===== config.mk =====
export PLATFORM = sky130hd
export DESIGN_NAME = bcp_engine
export DESIGN_NICKNAME = d
export VERILOG_FILES = /design/src/rtl/bcp_engine.sv
export SDC_FILE = /design/constraint.sdc
export NUM_CORES = 1
export LEC_CHECK = 0
export ABC_CLOCK_PERIOD_IN_PS = 3680
export CAP_MARGIN = 5
export CORE_ASPECT_RATIO = 0.7
export CORE_UTILIZATION = 40
export CTS_BUF_LIST = sky130_fd_sc_hd__clkbuf_16
export CTS_CLUSTER_SIZE = 10
export DETAILED_ROUTE_END_ITERATION = 8
export GPL_ROUTABILITY_DRIVEN = 0
export PLACE_DENSITY = 0.77
export SLEW_MARGIN = 20
export SYNTH_ARGS = -nofsm -noshare
export SYNTH_HDL_FRONTEND = slang
export SYNTH_SLANG_ARGS = --single-unit
export TNS_END_PERCENT = 10

===== constraint.sdc =====
create_clock -name clock -period 3.68 [get_ports clock]
set_input_delay 0.736 -clock clock [delete_from_list [all_inputs] [get_ports clock]]
set_output_delay 0.736 -clock clock [all_outputs]
set_load 0.01 [all_outputs]

===== src/rtl/bcp_engine.sv =====
// Boolean constraint propagation engine: walks a clause range, looks up the
// var state of each 3-literal clause and pushes unit implications or flags a conflict.
module bcp_engine #(
    parameter int MAX_VARS_BITS    = 8,
    parameter int MAX_CLAUSES_BITS = 10
) (
    input  logic                          clock,
    input  logic                          reset,
    input  logic                          start,
    input  logic [MAX_CLAUSES_BITS-1:0]   start_clause,
    input  logic [MAX_CLAUSES_BITS-1:0]   end_clause,
    output logic                          clause_rd_en,
    output logic [MAX_CLAUSES_BITS-1:0]   clause_addr,
    input  logic [3*(MAX_VARS_BITS+2)-1:0] clause_data,
    output logic                          vs_rd_en,
    output logic [MAX_VARS_BITS-1:0]      vs_var0,
    output logic [MAX_VARS_BITS-1:0]      vs_var1,
    output logic [MAX_VARS_BITS-1:0]      vs_var2,
    input  logic                          vs_assigned0,
    input  logic                          vs_assigned1,
    input  logic                          vs_assigned2,
    input  logic                          vs_val0,
    input  logic                          vs_val1,
    input  logic                          vs_val2,
    input  logic                          full_imply,
    output logic                          push_imply,
    output logic [MAX_VARS_BITS-1:0]      var_in_imply,
    output logic                          val_in_imply,
    output logic                          bcp_busy,
    output logic                          conflict,
    output logic [MAX_CLAUSES_BITS-1:0]   bcp_clause_idx
);

    // state  | meaning
    // IDLE   | waiting for start; conflict/bcp_clause_idx hold last result
    // FETCH  | clause memory read of clause idx
    // LOOKUP | clause word arrives; var-state read of its three variables
    // EVAL   | classify literals; next clause, conflict, or push (stalls on full_imply)
    localparam int LW = MAX_VARS_BITS + 2;

    typedef enum logic [1:0] {IDLE, FETCH, LOOKUP, EVAL} state_t;

    state_t                      state_q;
    logic [MAX_CLAUSES_BITS-1:0] idx_q;
    logic [MAX_CLAUSES_BITS-1:0] end_q;
    logic [3*LW-1:0]             clause_q;
    logic                        hold_q;
    logic [2:0]                  asg_q;
    logic [2:0]                  val_q;
    logic                        conflict_q;
    logic                        push_q;
    logic [MAX_VARS_BITS-1:0]    imp_var_q;
    logic                        imp_val_q;

    logic [2:0]                  asg_d;
    logic [2:0]                  val_d;
    logic [2:0]                  lit_true;
    logic [1:0]                  n_free;
    logic [MAX_VARS_BITS-1:0]    free_var;
    logic                        free_neg;
    logic                        eval_conf;
    logic                        eval_unit;

    // Var-state answers are only valid on the first EVAL cycle; a stall replays the captured copy.
    always_comb begin
        asg_d    = hold_q ? asg_q : {vs_assigned2, vs_assigned1, vs_assigned0};
        val_d    = hold_q ? val_q : {vs_val2, vs_val1, vs_val0};
        lit_true = '0;
        n_free   = '0;
        free_var = '0;
        free_neg = 1'b0;
        for (int i = 0; i < 3; i++) begin
            if (clause_q[i*LW + LW-1]) begin
                if (asg_d[i]) begin
                    lit_true[i] = (val_d[i] != clause_q[i*LW + LW-2]);
                end else begin
                    n_free   = n_free + 2'd1;
                    free_var = clause_q[i*LW +: MAX_VARS_BITS];
                    free_neg = clause_q[i*LW + LW-2];
                end
            end
        end
        eval_conf = ~(|lit_true) & (n_free == 2'd0);
        eval_unit = ~(|lit_true) & (n_free == 2'd1);
    end

    always_ff @(posedge clock) begin
        if (reset) begin
            state_q    <= IDLE;
            idx_q      <= '0;
            end_q      <= '0;
            clause_q   <= '0;
            hold_q     <= 1'b0;
            asg_q      <= '0;
            val_q      <= '0;
            conflict_q <= 1'b0;
            push_q     <= 1'b0;
            imp_var_q  <= '0;
            imp_val_q  <= 1'b0;
        end else begin
            push_q <= 1'b0;
            case (state_q)
                IDLE: begin
                    if (start) begin
                        end_q      <= end_clause;
                        idx_q      <= start_clause;
                        conflict_q <= 1'b0;
                        if (start_clause <= end_clause) begin
                            state_q <= FETCH;
                        end
                    end
                end
                FETCH: begin
                    state_q <= LOOKUP;
                end
                LOOKUP: begin
                    clause_q <= clause_data;
                    hold_q   <= 1'b0;
                    state_q  <= EVAL;
                end
                EVAL: begin
                    asg_q <= asg_d;
                    val_q <= val_d;
                    if (eval_conf) begin
                        conflict_q <= 1'b1;
                        state_q    <= IDLE;
                    end else if (eval_unit && full_imply) begin
                        hold_q <= 1'b1;
                    end else begin
                        if (eval_unit) begin
                            push_q    <= 1'b1;
                            imp_var_q <= free_var;
                            imp_val_q <= ~free_neg;
                        end
                        // Stopping on idx == end keeps idx from wrapping at the top clause.
                        if (idx_q == end_q) begin
                            state_q <= IDLE;
                        end else begin
                            idx_q   <= idx_q + 1'b1;
                            state_q <= FETCH;
                        end
                    end
                end
                default: state_q <= IDLE;
            endcase
        end
    end

    assign bcp_busy       = (state_q != IDLE);
    assign clause_rd_en   = (state_q == FETCH);
    assign clause_addr    = idx_q;
    assign vs_rd_en       = (state_q == LOOKUP);
    assign vs_var0        = (state_q == LOOKUP) ? clause_data[0 +: MAX_VARS_BITS]    : clause_q[0 +: MAX_VARS_BITS];
    assign vs_var1        = (state_q == LOOKUP) ? clause_data[LW +: MAX_VARS_BITS]   : clause_q[LW +: MAX_VARS_BITS];
    assign vs_var2        = (state_q == LOOKUP) ? clause_data[2*LW +: MAX_VARS_BITS] : clause_q[2*LW +: MAX_VARS_BITS];
    assign push_imply     = push_q;
    assign var_in_imply   = imp_var_q;
    assign val_in_imply   = imp_val_q;
    assign conflict       = conflict_q;
    assign bcp_clause_idx = idx_q;

endmodule


==> results.md <==
- Status: finished, final reports clean
- Distinct cell type count after synthesis: 44
- Fin Setup TNS: 0 ns
- Maxcap violations: 0
- DRT Pass-1 Iters: 5
- Width of the chip: ~120 um
- Yosys reg bits: 70
- Synth Cell Area: 3770 sq um
- Overall die area: 9810 sq um
- Setup Viol. Count Final: 0
- Area grow syn2layout: 38.6%
- Routed WL: 9970 um
- Final ANT Viol Nets: 0
- Fmax: between 300 and 400 MHz
- Post-DP Area: about 5000 sq um
- CP startpoint kind: primary input
- Required time of the critical path: slightly below 4 ns
- CTS tree: built
- Hold_buf cts: 0
- Tot Pwr: 2990 uW
- VDD IR max: 0.314 mV
- Worst slew pin tran: between 0.9 and 1 ns
- Post-DR wirelength/cell: 15.1 um
- Nets: about 600
- Fin area: 5220 sq um
- Vias in the first global route: 3245
- FP Rows: 29
- H-tree depth: 3
- Slowest CP cell: clkdlybuf4s50_1
- Total GRT Usage: 20.9%
- Slowest stage delay, CP: 0.48 ns
- Post-cts sizing count: 0
- CTS sink cnt: 70
- Crit path capture type: flop
- Post-synthesis net count: just over 500
- DR vias/cell: 5.14
- Initial antenna violation count: 0
- Clock Latency Late Sink: 0.34 ns
- Share of synthesized flip-flops with an asynchronous set or reset: 0%
- Gate Count Post-Synth: between 400 and 500
- Hold Path Stages: 2
- Fraction of layout cells with a size suffix above 1: 10.5%
- Diodes inserted: 0
- Cell Chain, Critical Path: clkdlybuf4s50_1, mux2i_1, nand2_1, inv_1, ha_1, and3_1, and3_1, a311oi_2, o41ai_1, a211o_1, buf_4, a211o_1, a21oi_1
- Vias post-DR: 3390
- Critical path class: in2reg
- Worst Reg2Reg Path Length in Cells: 12
- Worst min-delay path class: reg2reg
- IO Count: 118
- Critical path arrival: 3.40 ns
- First-pass GRT wire length: ~16000 um
- Root buffer cell: clkbuf_16
- Avg Cell Area, Syn: 8.82 sq um
- Post-synth EDFFs: 0
- Register area share after synthesis: 37.2%
- Most common cell in the netlist: dfxtp_1
- Input/output buffers: 117
- CTS max path bufs: 2
- Prevailing post-synth register cell: dfxtp_1
- Worst relative slew slack: ~38%
- Synth top area share: 37.2%
- Die height: between 80 and 90 um
- Clock Skew: 0.00615 ns
- Leading area contributor after synthesis: dfxtp_1
- Final HPWL DP: 7600 um
- Pleak: 0.00204 uW
- Post CTS Setup Buffer Count: 0
- Final Hold Viols: 0
- Core area: between 9000 and 10000 sq um
- Drt drc: 0
- RSZ-0062 raised after global routing: false
- Largest net degree at the start of global routing: between 50 and 60
- Leading post-synthesis cells by cell area: dfxtp_1 37%, mux2_2 7.5%, ha_1 5.6%
- Minimum clock period: around 3.1 ns
- Synth cell count leaders: 70 x dfxtp_1, 42 x nand2_1, 37 x a21oi_1
- CTS Buf Count: 9
- 1st-iter DRT viols: 151
- CP max FO: 14
- Synth warnings: 0
- Fin crit share: 85.5%
- Aggregate global routing overflow: 0
- PwrDens: about 570 nW/um^2
- Starting Density: 41.4%
- Max Slew Vio Count: 0
- Clock transition at path regs: 0.06 ns
[worst max-delay path: cells and delay by family]
kind                       cells  cell delay [ns]
and+or+nand+nor                3             0.48
AOI/OAI and AO/OA              5             1.04
muxes                          1             0.09
adders and majority gates      1             0.31
buffers and inverters          3             0.74
[state kept, by name, summed over array words and instances (netlist names), named ones only]
| register | flops |
|---|---|
| clause_q | 30 |
| end_q | 10 |
| hold_q | 1 |
| val_in_imply | 1 |
| push_imply | 1 |
| val_q | 3 |
| asg_q | 2 |
| conflict | 1 |
| var_in_imply | 8 |
| bcp_clause_idx | 10 |
| state_q | 2 |
[power breakdown]
part | internal [uW] | switching, uW
Clock | 449 | 329
Sequential | 879 | 124
Combinational | 648 | 561
Total | 1980 | 1010
[layer usage]
metal | global-route usage [%] | up-vias | wire, um
met5 | 0 | - | 0
met4 | 5.59 | 0 | 95
met3 | 6.11 | 9 | 572
met2 | 32.0 | 100 | 4430
met1 | 28.7 | 1606 | 4880
li1 | - | 1675 | -
[worst paths after layout]
| path | from | endpoint | slack, ns |
|---|---|---|---|
| worst min-delay path | var_in_imply[1] | var_in_imply[1] | 0.45 |
| worst min register to register | var_in_imply[1] | var_in_imply[1] | 0.45 |
| worst max-delay path | vs_assigned0 | bcp_clause_idx[8] | 0.53 |
| worst max register to register | hold_q | bcp_clause_idx[8] | 0.68 |
[placed cells by master (no fill, tap or decap), drive strengths merged, types with 3 or more instances in the layout]
cell	instances
a211o	12
a211oi	3
a21o	3
a21oi	37
a22oi	8
and3	3
buf	9
clkbuf	9
clkdlybuf4s50	116
clkinv	5
clkinvlp	3
dfxtp	70
ha	17
inv	18
mux2	25
mux2i	20
nand2	43
nand2b	7
nand3	3
nand4	3
nor2	35
nor2b	27
nor3	13
nor4	3
o21ai	7
o32ai	4
xnor2	4
xor2	13
[cells by family (layout without fill, tap and decap cells)]
logic type	after synthesis	count (layout)	share of synthesized area, %
buf+inv	52	160	7.01
simple gates	144	144	18.7
fa+ha+maj	17	17	5.65
mux	45	45	13.1
compound gates	82	82	14.4
flops	70	70	37.2
xor+xnor	17	17	3.95
[per-stage QoR]
step / hold WS [ns] / instances / setup WS, ns / util [%]
2_1_floorplan: 0.448 / 427 / 0.817 / -
3_3_place_gp: 0.442 / 643 / 0.289 / 54.4
3_5_place_dp: 0.446 / 643 / 0.197 / 54.4
4_1_cts: 0.454 / 659 / 0.540 / 57.3
5_1_grt: 0.482 / 659 / 0.341 / 57.3
6_report: 0.453 / 659 / 0.533 / 57.3
[final cells by class]
cell class	count	area (sq um)
tap	124	155
inverter	19	71.3
clock buffer	9	225
timing repair buffer	125	1230
fill	808	3890
sequential	70	1400
multi-input combinational	305	2100
clock inverter	7	41.3
Power figures use the tool's default switching activity.
